[src/rtl/fifo_pkg.sv]
// Shared FIFO definitions: depth helper and the status bundle read by the I2C status register.
package fifo_pkg;

    // Number of entries addressed by an ASIZE-bit index.
    function automatic int unsigned fifo_depth(input int unsigned asize);
        return 32'd1 << asize;
    endfunction

    typedef struct packed {
        logic full;
        logic almost_full;
        logic empty;
        logic almost_empty;
        logic overflow;
        logic underflow;
    } fifo_status_t;

endpackage

[src/rtl/sync_fifo_thresh_if.sv]
// Write/read/status bundle of the threshold FIFO; slave is the FIFO side, master the user side.
interface sync_fifo_thresh_if #(
    parameter int unsigned DSIZE = 8,
    parameter int unsigned ASIZE = 4
);
    logic             flush;
    logic             wr_en;
    logic [DSIZE-1:0] wr_data;
    logic             wr_full;
    logic             wr_almost_full;
    logic             rd_en;
    logic [DSIZE-1:0] rd_data;
    logic             rd_valid;
    logic             rd_empty;
    logic             rd_almost_empty;
    logic [ASIZE:0]   count;
    logic             overflow;
    logic             underflow;
    logic             clr_err;

    modport master (
        output flush, wr_en, wr_data, rd_en, clr_err,
        input  wr_full, wr_almost_full, rd_data, rd_valid, rd_empty, rd_almost_empty,
        input  count, overflow, underflow
    );

    modport slave (
        input  flush, wr_en, wr_data, rd_en, clr_err,
        output wr_full, wr_almost_full, rd_data, rd_valid, rd_empty, rd_almost_empty,
        output count, overflow, underflow
    );
endinterface

[src/rtl/fifo_ram.sv]
// DEPTH x DSIZE storage: one synchronous write port, one asynchronous read port, reset to zero.
module fifo_ram
    import fifo_pkg::*;
#(
    parameter int unsigned DSIZE = 8,
    parameter int unsigned ASIZE = 4
) (
    input  logic             clk,
    input  logic             rst_n,
    input  logic             we_i,
    input  logic [ASIZE-1:0] waddr_i,
    input  logic [DSIZE-1:0] wdata_i,
    input  logic [ASIZE-1:0] raddr_i,
    output logic [DSIZE-1:0] rdata_o
);
    localparam int unsigned DEPTH = fifo_depth(ASIZE);

    logic [DSIZE-1:0] mem_q [DEPTH];

    // Store on write enable; whole array clears on reset.
    always_ff @(posedge clk or negedge rst_n) begin
        if (!rst_n) begin
            for (int unsigned i = 0; i < DEPTH; i++) begin
                mem_q[i] <= '0;
            end
        end else if (we_i) begin
            mem_q[waddr_i] <= wdata_i;
        end
    end

    assign rdata_o = mem_q[raddr_i];
endmodule

[src/rtl/sync_fifo_thresh.sv]
// Single-clock FIFO with occupancy count, almost-full/empty thresholds, sticky error flags,
// synchronous flush and a build-time choice of fall-through or registered read.
module sync_fifo_thresh
    import fifo_pkg::*;
#(
    parameter int unsigned DSIZE    = 8,
    parameter int unsigned ASIZE    = 4,
    parameter int unsigned AF_LEVEL = 12,
    parameter int unsigned AE_LEVEL = 4,
    parameter bit          FWFT     = 1'b1
) (
    input logic               clk,
    input logic               rst_n,
    sync_fifo_thresh_if.slave bus
);
    localparam logic [ASIZE:0] AfLevel = AF_LEVEL[ASIZE:0];
    localparam logic [ASIZE:0] AeLevel = AE_LEVEL[ASIZE:0];
    localparam logic [ASIZE:0] PtrInc  = {{ASIZE{1'b0}}, 1'b1};

    // Pointers carry one extra wrap bit to tell full from empty.
    logic [ASIZE:0]   wr_ptr_q, wr_ptr_d, rd_ptr_q, rd_ptr_d, count;
    logic             full, empty, wr_accept, rd_accept;
    logic             ovf_q, ovf_d, udf_q, udf_d;
    logic [DSIZE-1:0] ram_rdata;

    assign count = wr_ptr_q - rd_ptr_q;
    assign empty = (wr_ptr_q == rd_ptr_q);
    assign full  = (wr_ptr_q[ASIZE] != rd_ptr_q[ASIZE]) &&
                   (wr_ptr_q[ASIZE-1:0] == rd_ptr_q[ASIZE-1:0]);

    // Acceptance uses pre-edge flags only, so a full FIFO never writes through a same-cycle read.
    assign wr_accept = bus.wr_en & ~full & ~bus.flush;
    assign rd_accept = bus.rd_en & ~empty & ~bus.flush;

    // Pointer and sticky-flag next state; flush overrides requests and suppresses errors.
    always_comb begin
        wr_ptr_d = wr_ptr_q;
        rd_ptr_d = rd_ptr_q;
        ovf_d    = ovf_q & ~bus.clr_err;
        udf_d    = udf_q & ~bus.clr_err;
        if (bus.flush) begin
            wr_ptr_d = '0;
            rd_ptr_d = '0;
        end else begin
            if (wr_accept) wr_ptr_d = wr_ptr_q + PtrInc;
            if (rd_accept) rd_ptr_d = rd_ptr_q + PtrInc;
            // Setting after the clear makes set win over clr_err.
            if (bus.wr_en && full)  ovf_d = 1'b1;
            if (bus.rd_en && empty) udf_d = 1'b1;
        end
    end

    // Pointer and sticky-flag registers.
    always_ff @(posedge clk or negedge rst_n) begin
        if (!rst_n) begin
            wr_ptr_q <= '0;
            rd_ptr_q <= '0;
            ovf_q    <= 1'b0;
            udf_q    <= 1'b0;
        end else begin
            wr_ptr_q <= wr_ptr_d;
            rd_ptr_q <= rd_ptr_d;
            ovf_q    <= ovf_d;
            udf_q    <= udf_d;
        end
    end

    fifo_ram #(
        .DSIZE (DSIZE),
        .ASIZE (ASIZE)
    ) u_ram (
        .clk     (clk),
        .rst_n   (rst_n),
        .we_i    (wr_accept),
        .waddr_i (wr_ptr_q[ASIZE-1:0]),
        .wdata_i (bus.wr_data),
        .raddr_i (rd_ptr_q[ASIZE-1:0]),
        .rdata_o (ram_rdata)
    );

    assign bus.wr_full         = full;
    assign bus.wr_almost_full  = (count >= AfLevel);
    assign bus.rd_empty        = empty;
    assign bus.rd_almost_empty = (count <= AeLevel);
    assign bus.count           = count;
    assign bus.overflow        = ovf_q;
    assign bus.underflow       = udf_q;

    if (FWFT) begin : g_fwft
        // Head of queue is always on display; rd_en pops it.
        assign bus.rd_data  = ram_rdata;
        assign bus.rd_valid = ~empty;
    end else begin : g_reg
        logic [DSIZE-1:0] rd_data_q;
        logic             rd_valid_q;

        // Capture head on an accepted read; valid pulses for one cycle, data holds.
        always_ff @(posedge clk or negedge rst_n) begin
            if (!rst_n) begin
                rd_data_q  <= '0;
                rd_valid_q <= 1'b0;
            end else begin
                rd_valid_q <= rd_accept;
                if (rd_accept) rd_data_q <= ram_rdata;
            end
        end

        assign bus.rd_data  = rd_data_q;
        assign bus.rd_valid = rd_valid_q;
    end
endmodule

[src/flat_wrapper.sv]
// flat-port wrapper written by rule: the top's interface ports become plain ports
module sync_fifo_thresh_flat import fifo_pkg::*;
#(
    parameter int unsigned DSIZE    = 8,
    parameter int unsigned ASIZE    = 4,
    parameter int unsigned AF_LEVEL = 12,
    parameter int unsigned AE_LEVEL = 4,
    parameter bit          FWFT     = 1'b1
)
  (clk, rst_n, bus_flush, bus_wr_en, bus_wr_data, bus_rd_en, bus_clr_err, bus_wr_full, bus_wr_almost_full, bus_rd_data, bus_rd_valid, bus_rd_empty, bus_rd_almost_empty, bus_count, bus_overflow, bus_underflow);
  sync_fifo_thresh_if #(.DSIZE(DSIZE), .ASIZE(ASIZE)) bus_i ();
  input logic clk;
  input logic rst_n;
  input wire logic [$bits(bus_i.flush)-1:0] bus_flush;
  input wire logic [$bits(bus_i.wr_en)-1:0] bus_wr_en;
  input wire logic [$bits(bus_i.wr_data)-1:0] bus_wr_data;
  input wire logic [$bits(bus_i.rd_en)-1:0] bus_rd_en;
  input wire logic [$bits(bus_i.clr_err)-1:0] bus_clr_err;
  output wire logic [$bits(bus_i.wr_full)-1:0] bus_wr_full;
  output wire logic [$bits(bus_i.wr_almost_full)-1:0] bus_wr_almost_full;
  output wire logic [$bits(bus_i.rd_data)-1:0] bus_rd_data;
  output wire logic [$bits(bus_i.rd_valid)-1:0] bus_rd_valid;
  output wire logic [$bits(bus_i.rd_empty)-1:0] bus_rd_empty;
  output wire logic [$bits(bus_i.rd_almost_empty)-1:0] bus_rd_almost_empty;
  output wire logic [$bits(bus_i.count)-1:0] bus_count;
  output wire logic [$bits(bus_i.overflow)-1:0] bus_overflow;
  output wire logic [$bits(bus_i.underflow)-1:0] bus_underflow;
  assign bus_i.flush = bus_flush;
  assign bus_i.wr_en = bus_wr_en;
  assign bus_i.wr_data = bus_wr_data;
  assign bus_i.rd_en = bus_rd_en;
  assign bus_i.clr_err = bus_clr_err;
  assign bus_wr_full = bus_i.wr_full;
  assign bus_wr_almost_full = bus_i.wr_almost_full;
  assign bus_rd_data = bus_i.rd_data;
  assign bus_rd_valid = bus_i.rd_valid;
  assign bus_rd_empty = bus_i.rd_empty;
  assign bus_rd_almost_empty = bus_i.rd_almost_empty;
  assign bus_count = bus_i.count;
  assign bus_overflow = bus_i.overflow;
  assign bus_underflow = bus_i.underflow;
  sync_fifo_thresh #(.DSIZE(DSIZE), .ASIZE(ASIZE), .AF_LEVEL(AF_LEVEL), .AE_LEVEL(AE_LEVEL), .FWFT(FWFT)) u_core (.clk(clk), .rst_n(rst_n), .bus(bus_i));
endmodule
[config.mk]
export PLATFORM = sky130hd
export DESIGN_NAME = sync_fifo_thresh_flat
export DESIGN_NICKNAME = d
export VERILOG_FILES = /design/src/rtl/fifo_pkg.sv /design/src/rtl/sync_fifo_thresh_if.sv /design/src/rtl/fifo_ram.sv /design/src/rtl/sync_fifo_thresh.sv /design/src/flat_wrapper.sv
export SDC_FILE = /design/constraint.sdc
export NUM_CORES = 1
export LEC_CHECK = 0
export ABC_AREA = 1
export CAP_MARGIN = 20
export CORE_MARGIN = 2
export CORE_UTILIZATION = 61
export DETAILED_ROUTE_END_ITERATION = 12
export PLACE_DENSITY_LB_ADDON = 0.15
export SYNTH_ARGS = -nofsm -noshare
export SYNTH_HDL_FRONTEND = slang
export SYNTH_SLANG_ARGS = --single-unit
[constraint.sdc]
create_clock -name clk -period 3.02 [get_ports clk]
set_input_delay 0.604 -clock clk [delete_from_list [all_inputs] [get_ports clk]]
set_output_delay 0.604 -clock clk [all_outputs]
set_load 0.005 [all_outputs]
==> flow_metrics.tcl, run 1 <==
set metrics [dict create \
    status "completed" \
    arrival_ns 2.33 \
    report.final.slew_viol_count 0 \
    power.share.combinational_pct 25.1 \
    grtUsageTotal_pct 33.6 \
    power_density_mw_per_mm2 587 \
    synth_edf_count 0 \
    yosysTopAreaCellShare_pct 43.1 \
    yosys.area.top_type "dfrtp_1" \
    worst_pin_slew_ns 0.654 \
    post-route-drc-count 0 \
    skew_ns 0.00507 \
    crit_type "register to primary output" \
    grt_max_degree 150 \
    ys_seq_area_share_pct 43.1 \
    start_kind "register" \
    wirelength_microns 23800 \
    dpl_cell_area_sq_mm 0.00860 \
    synthMuxAreaShare_pct 0 \
    power.leakage_nw 4.99 \
    fin_cells 1342 \
    fp.dieW_microns 119 \
    antenna_found_initial 0 \
    grt_pass1_wl_microns 37300 \
    final_nets 1179 \
    ys_types 26 \
    setup_viol_count_final 0 \
    clockBufferDepth 2 \
    clock_latency_ns 0.42 \
    final-hold-violation-count 0 \
    h-tree-depth 4 \
    sw_frac_of_total_pct 30.9 \
    slew_headroom_pct 56.4 \
    avgSynthCellArea_sq_um 7.14 \
    num_antenna_cells 0 \
    first_pass_iters 8 \
    yosysMostFrequentCell "nand2_1" \
    period_needed_ns 2.94 \
    port_buffers 33 \
    ant_nets 0 \
    path_max_fanout 6 \
    required_ns 2.42 \
    synthSimpleGateAreaFrac_pct 42.5 \
    ff2ff_setup_slack_ns 0.52 \
    gp_congestion 0.891 \
    netlist_instances 1137 \
    dieArea_sq_mm 0.0143 \
    synth_area_sq_mm 0.00812 \
    synth_nets 1161 \
    endpoint_kind "primary output" \
    dp.cells 1307 \
    clock-sinks 140 \
    synth_compound_area_share_pct 0.324 \
    grt_pass1_vias 7149 \
    chipHeight_microns 119 \
    wl_per_cell_microns 17.7 \
    first_iter_violations 1063 \
    yosysWarnings 0 \
    ios 34 \
    core_sq_mm 0.0131 \
    yosys.area_share.xor_xnor_pct 0.863 \
    clk_pin_slew_ns 0.06 \
    viasPerCell 5.90 \
    rows 42 \
    synthAdderAreaFrac_pct 1.63 \
    drive_gt1_share_pct 9.95 \
    fin_crit_sh_pct 97.3 \
    hpwl_microns 13700 \
    synthArstFlopShare_pct 100 \
    gr-total-overflow 0 \
    p_int_mw 3.78 \
    ys_ff_latch 140 \
    vias 7921 \
    synth_top_flop_cell "dfrtp_1" \
    drv_cap 0 \
    root_buffer "clkbuf_16" \
    vdd_drop_max_v 0.000510 \
    seqPwrFrac_pct 38.6 \
    synth_top_family_by_area "simple AND/OR/NAND/NOR gates" \
    synthTopCellsByCount "482 x nand2_1, 140 x dfrtp_1, 134 x inv_1, 132 x nand4_1, 103 x nand3_1" \
    syn2layout_area_growth_pct 14.8 \
    cts_tree "done" \
    cts_buffers 17 \
    start_util_pct 61.8 \
    synthTopCellsByArea "dfrtp_1 43%, nand2_1 22%, nand4_1 10%" \
    design_area_sq_mm 0.00933 \
    max_freq_mhz 340 \
    switching_power_mw 1.69 \
    hp-class "primary input to asynchronous set/reset pin" \
    clkPwrFrac_pct 36.3 \
]
## critical path, cell delays in order, from the launching register on
cell and delay, ns:
dfrtp_1 0.38, clkinv_1 0.12, ha_2 0.41, nand2_1 0.08, nor2_2 0.19, nand2_2 0.13, inv_1 0.10, clkdlybuf4s50_1 0.50
## through the flow
step | worst slack, ns | hold WS (ns) | TNS (ns) | power (mW) | utilization (%)
global placement | 0.325 | 0.453 | 0 | 3.35 | 65.5
floorplan | 0.676 | 0.308 | 0 | 2.85 | -
global route | -0.00493 | 0.193 | -0.00493 | 5.71 | 71.0
finish | 0.0817 | 0.146 | 0 | 5.47 | 71.0
CTS | 0.0128 | 0.169 | 0 | 5.35 | 69.9
detailed placement | 0.275 | 0.458 | 0 | 3.37 | 65.5
## sequential cells by signal (all words and copies together) (netlist names)
name,cells
u_core.bus.overflow,1
u_core.wr_ptr_q,5
u_core.bus.underflow,1
u_core.rd_ptr_q,5
u_core.u_ram.mem_q,128
## cell type report
cell class,count,area [sq um]
timing repair buffer,71,788
multi-input combinational,782,3720
clock buffer,20,447
clock inverter,10,100
sequential,140,3510
inverter,143,544
tap,176,220
fill,1093,3810
## routing by layer
metal	GRT usage, %	vias to the layer above	wire length [microns]
li1	-	3668	-
met1	48.6	3759	9900
met2	48.6	419	10800
met3	7.61	75	2170
met4	14.3	0	881
met5	0	-	0
## power groups by stage
stage / Sequential [mW] / Clock, mW / Combinational (mW)
after floorplan: 2.12 / 0 / 0.733
after global placement: 2.14 / 0 / 1.21
after detailed placement: 2.14 / 0 / 1.23
after CTS: 2.11 / 1.99 / 1.25
after global routing: 2.13 / 2.07 / 1.51
final: 2.11 / 1.99 / 1.38
## cells in the final DEF, fill, tap and decap left out, types with 3 or more instances in the layout
master	count
clkdlybuf4s50_1	29
clkbuf_16	20
buf_6	3
nor2_2	17
inv_2	6
nand3_2	14
dfrtp_1	138
nand3_1	103
nand2_1	481
clkinv_2	8
inv_1	133
nor2_1	5
nand3b_1	3
nand4_1	132
xor2_1	6
buf_12	7
ha_1	6
buf_4	25
## cell families (layout without fill, tap and decap cells)
| logic type | count (synthesis) | count (layout) |
|---|---|---|
| buf+inv | 215 | 244 |
| fa+ha+maj | 10 | 10 |
| compound gates | 5 | 5 |
| simple gates | 759 | 759 |
| xor+xnor | 8 | 8 |
| flops | 140 | 140 |
## path summary, 6_finish.rpt
path / start / cells after the start / to
max in group asynchronous: rst_n / 2 / u_core.u_ram.mem_q[109]
worst min register to register: u_core.u_ram.mem_q[3] / 2 / u_core.u_ram.mem_q[3]
worst max register to register: u_core.rd_ptr_q[1] / 9 / u_core.u_ram.mem_q[47]
min in group clk: u_core.u_ram.mem_q[3] / 2 / u_core.u_ram.mem_q[3]
worst min-delay path: rst_n / 1 / u_core.u_ram.mem_q[40]
worst max-delay path: u_core.rd_ptr_q[2] / 7 / bus_rd_empty
## repair_timing
| action | in CTS | in global routing |
|---|---|---|
| resized for setup | 6 | 18 |
| hold buffers | 0 | 0 |
| endpoints found under the hold margin | 0 | 0 |
| setup endpoints to repair | 5 | 11 |
| pin swaps | 0 | 0 |
| setup buffers | 2 | 0 |
| gates cloned | 0 | 3 |
No activity file was read; power rests on OpenSTA's default activity.
==> run 2, diff against run 1 <==
CORE_ASPECT_RATIO = 0.8   (was unset)
==> run 2 against run 1 <==
Setup slack gained 0.00095 ns. First-iteration DRC count shrank 10%. Cell area shrank 1.2%. Largest power group unchanged. Highest routed layer unchanged. Hold slack lost 0.0047 ns. Clock skew grew 0.0023 ns.
==> flow_metrics.tcl, run 2 (same netlist as run 1, synthesis figures left out) <==
set metrics [dict create \
    drive_gt1_share_pct 9.38 \
    hp-class "primary input to asynchronous set/reset pin" \
    fin_crit_sh_pct 97.3 \
    required_ns 2.42 \
    skew_ns 0.00736 \
    cts_tree "done" \
    final_nets 1174 \
    top_regs "u_core.u_ram.mem_q x128, u_core.rd_ptr_q x5, u_core.wr_ptr_q x5" \
    post-route-drc-count 0 \
    grt_max_degree 150 \
    crit_top_cell "nand2_1" \
    layout_common_cells "482 x nand2_1, 138 x dfrtp_1, 133 x inv_1" \
    grt_pass1_wl_microns 37100 \
    viasPerCell 5.78 \
    highest_layer "met4" \
    core_sq_mm 0.0129 \
    wl_per_cell_microns 17.1 \
    antenna_found_initial 0 \
    syn2layout_area_growth_pct 13.4 \
    timing.final.ws_setup_ns 0.0826 \
    final-hold-violation-count 0 \
    fillCellCount 1074 \
    crit_chain "ha_2 -> fa_2 -> nand3b_1 -> nand2_1 -> nand2_1 -> nand2_1 -> clkdlybuf4s50_1" \
    ctsHoldBuffers 0 \
    regMostFlops "u_core.u_ram.mem_q" \
    ant_nets 0 \
    fin_cells 1337 \
    status "completed" \
    final_util_pct 71.3 \
    h-tree-depth 4 \
    dp.cells 1303 \
    first_iter_violations 953 \
    worst_pin_slew_ns 0.668 \
    met3_length_microns 2090 \
    dieArea_sq_mm 0.0143 \
    rows 37 \
    report.final.slew_viol_count 0 \
    ff2ff_setup_slack_ns 0.66 \
    cts_buffers 17 \
    drv_cap 0 \
    first_pass_iters 6 \
    largest_register_ffs 128 \
    r2r_start "u_core.rd_ptr_q[1]" \
    path_max_fanout 4 \
    slew_headroom_pct 55.5 \
    max_freq_mhz 340 \
    worstSetupPathDepth 7 \
    root_buffer "clkbuf_16" \
    power_density_mw_per_mm2 578 \
    power.leakage_nw 4.90 \
    gr-total-overflow 0 \
    start_util_pct 62.9 \
    clock-sinks 140 \
    grt_pass1_vias 7208 \
    setup_tns_ns 0 \
    ios 34 \
    final_common_cell "nand2_1" \
    clockBufferDepth 2 \
    port_buffers 33 \
    num_antenna_cells 0 \
    grtUsageTotal_pct 33.5 \
    start_kind "register" \
    r2r_cells 9 \
    pre_cts_ws_ns 0.241 \
    critPathBufInv 1 \
    clock_latency_ns 0.44 \
    vdd_drop_max_v 0.000538 \
    setup_viol_count_final 0 \
    cp_slowest_cell "clkdlybuf4s50_1" \
    wirelength_microns 22900 \
    met1_length_microns 9810 \
    chipHeight_microns 107 \
    dr_wl_met2_microns 10400 \
    crit_type "register to primary output" \
    reg2reg_to "u_core.u_ram.mem_q[41]" \
    period_needed_ns 2.94 \
    gp_congestion 0.944 \
    fp.dieW_microns 133 \
    hpwl_microns 13900 \
    path_delay_family "adder cells" \
    clk_pin_slew_ns 0.06 \
    endpoint_kind "primary output" \
    vias 7732 \
    critPathMaxStageDelay_ns 0.49 \
    arrival_ns 2.33 \
]
==> run 2: per-layer routing <==
layer | GRT usage, % | up-vias
met1 | 47.4 | 3651
met3 | 5.96 | 50
met4 | 12.0 | 0
met5 | 0 | -
li1 | - | 3655
met2 | 52.2 | 376
==> run 2: timing repair <==
item / CTS / global route
endpoints found under the setup margin: 5 / 12
gates resized for setup: 5 / 10
setup buffers: 1 / 1
cloned: 0 / 1
==> run 2: report_power, final <==
part	leakage (nW)	switching (mW)	internal, mW
sequential	1.91	0.0877	2.02
clock	0.255	0.802	1.13
combinational	2.73	0.790	0.490
==> run 2: stage by stage <==
step	hold WS (ns)	total power, mW	cell area (sq um)
2_1_floorplan	0.308	2.85	8120
3_3_place_gp	0.453	3.34	8580
3_5_place_dp	0.458	3.36	8580
4_1_cts	0.176	5.28	9140
5_1_grt	0.196	5.56	9210
6_report	0.141	5.32	9210
==> run 2: how the worst max path moves through the flow <==
stage	start	to	slack [ns]
final	u_core.rd_ptr_q[0]	bus_count[4]	0.08
after global placement	u_core.wr_ptr_q[0]	bus_rd_almost_empty	0.32
after floorplan	u_core.rd_ptr_q[1]	bus_wr_full	0.68
after global routing	u_core.wr_ptr_q[0]	bus_count[4]	-0.005
after CTS	u_core.wr_ptr_q[1]	bus_wr_almost_full	0.006
after detailed placement	u_core.wr_ptr_q[0]	bus_rd_almost_empty	0.24
==> run 2: cell type report <==
type,count,area (sq um),share of cell area (%)
clock buffer,25,495,5.38
clock inverter,6,37.5,0.408
timing repair buffer,66,684,7.43
inverter,143,539,5.86
tap,175,219,2.38
multi-input combinational,782,3730,40.5
sequential,140,3510,38.1
==> run 2: worst register-to-register path: stages (launching register included) <==
cell and delay [ns]:
dfrtp_1 0.44, inv_2 0.08, ha_1 0.29, nand2_1 0.09, nor2_2 0.05, nand2_4 0.08
buf_12 0.46, nand3_1 0.54, nand2_1 0.16, nand2_1 0.06
==> run 3, diff against run 2 <==
CORE_UTILIZATION = 62   (was 61)
DONT_BUFFER_PORTS = 1   (was unset)
==> run 3 against run 2 <==
The run now ends with negative hold slack left. Sequential share of layout area grew 1.8 points. Setup slack better by 0.11 ns. Total power shrank 1.0%. Critical endpoint is now bus_wr_full.
==> flow_metrics.tcl, run 3 (same netlist as run 1, synthesis figures left out) <==
set metrics [dict create \
    status "finished with violations" \
    violations "negative hold slack" \
    final_nets 1128 \
    drv_cap 0 \
    cts_tree "done" \
    skew_ns 0.00789 \
    vdd_drop_max_v 0.000496 \
    pre_cts_ws_ns 0.591 \
    cp_slowest_cell "ha_1" \
    arrival_ns 2.22 \
    sw_frac_of_total_pct 29.3 \
    clock_latency_ns 0.45 \
    first_pass_iters 5 \
    grt_pass1_wl_microns 36900 \
    wl_per_cell_microns 17.1 \
    finalPower_mw 5.27 \
    gp_congestion 0.856 \
    crit_chain "clkinvlp_4 -> ha_1 -> nand2_1 -> nor2_1 -> nand2_4 -> inv_2" \
    cts_buffers 17 \
    wirelength_microns 22000 \
    cts_setup_buffers 0 \
    grtUsageTotal_pct 33.6 \
    grt_pass1_vias 7023 \
    drive_gt1_share_pct 7.97 \
    required_ns 2.42 \
    post-route-drc-count 0 \
    rows 37 \
    worst_pin_slew_ns 0.783 \
    critPathMaxStageDelay_ns 0.43 \
    h-tree-depth 4 \
    crit_type "register to primary output" \
    root_buffer "clkbuf_16" \
    num_antenna_cells 0 \
    start_util_pct 63.3 \
    p_int_mw 3.72 \
    fp.dieW_microns 132 \
    grt_max_degree 141 \
    switching_power_mw 1.54 \
    start_kind "register" \
    timing.final.ws_setup_ns 0.192 \
    report.final.slew_viol_count 0 \
    viasPerCell 5.80 \
    ios 34 \
    power_density_mw_per_mm2 599 \
    syn2layout_area_growth_pct 8.23 \
    dp.cells 1260 \
    port_buffers 0 \
    seqPwrFrac_pct 40.0 \
    largest_register_ffs 128 \
    path_delay_family "simple AND/OR/NAND/NOR gates" \
    fin_crit_sh_pct 93.6 \
    endpoint_kind "primary output" \
    clkPwrFrac_pct 41.9 \
    ant_nets 0 \
    period_needed_ns 2.83 \
    vias 7482 \
    rsz0062_at_grt "no" \
    timing.hold.ws_ns -0.149 \
    final_common_cell "nand2_1" \
    final-hold-violation-count 140 \
    hp-class "primary input to asynchronous set/reset pin" \
    dieArea_sq_mm 0.0140 \
    power.leakage_nw 4.73 \
    fin_cells 1291 \
    layout_common_cells "482 x nand2_1, 139 x dfrtp_1, 134 x inv_1" \
    power.share.combinational_pct 18.1 \
    regMostFlops "u_core.u_ram.mem_q" \
    critPathBufInv 2 \
    core_sq_mm 0.0128 \
    hpwl_microns 13400 \
    clockBufferDepth 2 \
    clk_pin_slew_ns 0.06 \
    antenna_found_initial 0 \
    top_regs "u_core.u_ram.mem_q x128, u_core.rd_ptr_q x5, u_core.wr_ptr_q x5" \
    final_util_pct 68.5 \
    first_iter_violations 827 \
    gr-total-overflow 0 \
    path_max_fanout 26 \
    setup_tns_ns 0 \
    slew_headroom_pct 47.8 \
    chipHeight_microns 106 \
    setup_viol_count_final 0 \
    clock-sinks 140 \
    max_freq_mhz 354 \
]
run 3: worst reg2reg max path: cells and delay by family (launching register included):
kind                       cells  cell delay [ns]
DFF                            1             0.38
buffers and inverters          2             0.54
and+or+nand+nor                6             0.94
adders and majority gates      1             0.43
run 3: power by group through the flow:
stage               combinational, mW  sequential [mW]  clock, mW
floorplan                       0.733             2.12          0
global route                     1.08             2.12       2.29
global placement                0.917             2.14          0
detailed placement              0.935             2.14          0
CTS                             0.942             2.11       2.20
finish                          0.951             2.11       2.21
run 3: layer usage:
metal | wire length [microns] | track usage, %
met2 | 9870 | 51.0
met3 | 1980 | 6.91
met4 | 397 | 11.2
met1 | 9790 | 48.3
met5 | 0 | 0
run 3: through the flow:
step                      area [sq um]  hold slack (ns)
after global placement            8170            0.313
after detailed placement          8170            0.313
after floorplan                   8120            0.308
after global routing              8790           -0.152
after CTS                         8790           -0.150
final                             8790           -0.149
run 3: timing repair:
item	4_1_cts	5_1_grt
endpoints found under the hold margin	140	140
setup endpoints to repair	0	1
resized for setup	0	1
run 3: cell type report:
class / count / area [sq um]
inverters: 143 / 543
repair buffers: 20 / 225
clock buffers: 24 / 502
well taps: 175 / 219
fillers: 1096 / 4030
flip-flops and latches: 140 / 3500
clock inverters: 7 / 110
multi-input cells: 782 / 3690
run 3: path summary, 6_finish.rpt:
kind                                           to              startpoint  cells after the start  slack, ns
max in group asynchronous  u_core.u_ram.mem_q[36]                   rst_n                      0       2.89
setup reg to reg           u_core.u_ram.mem_q[94]      u_core.rd_ptr_q[2]                      9       0.67
hold reg to reg            u_core.u_ram.mem_q[73]  u_core.u_ram.mem_q[73]                      2       0.47
setup / recovery                      bus_wr_full      u_core.rd_ptr_q[2]                      6       0.19
min in group clk             u_core.bus.underflow             bus_clr_err                      1       0.24
hold / removal             u_core.u_ram.mem_q[19]                   rst_n                      0      -0.15
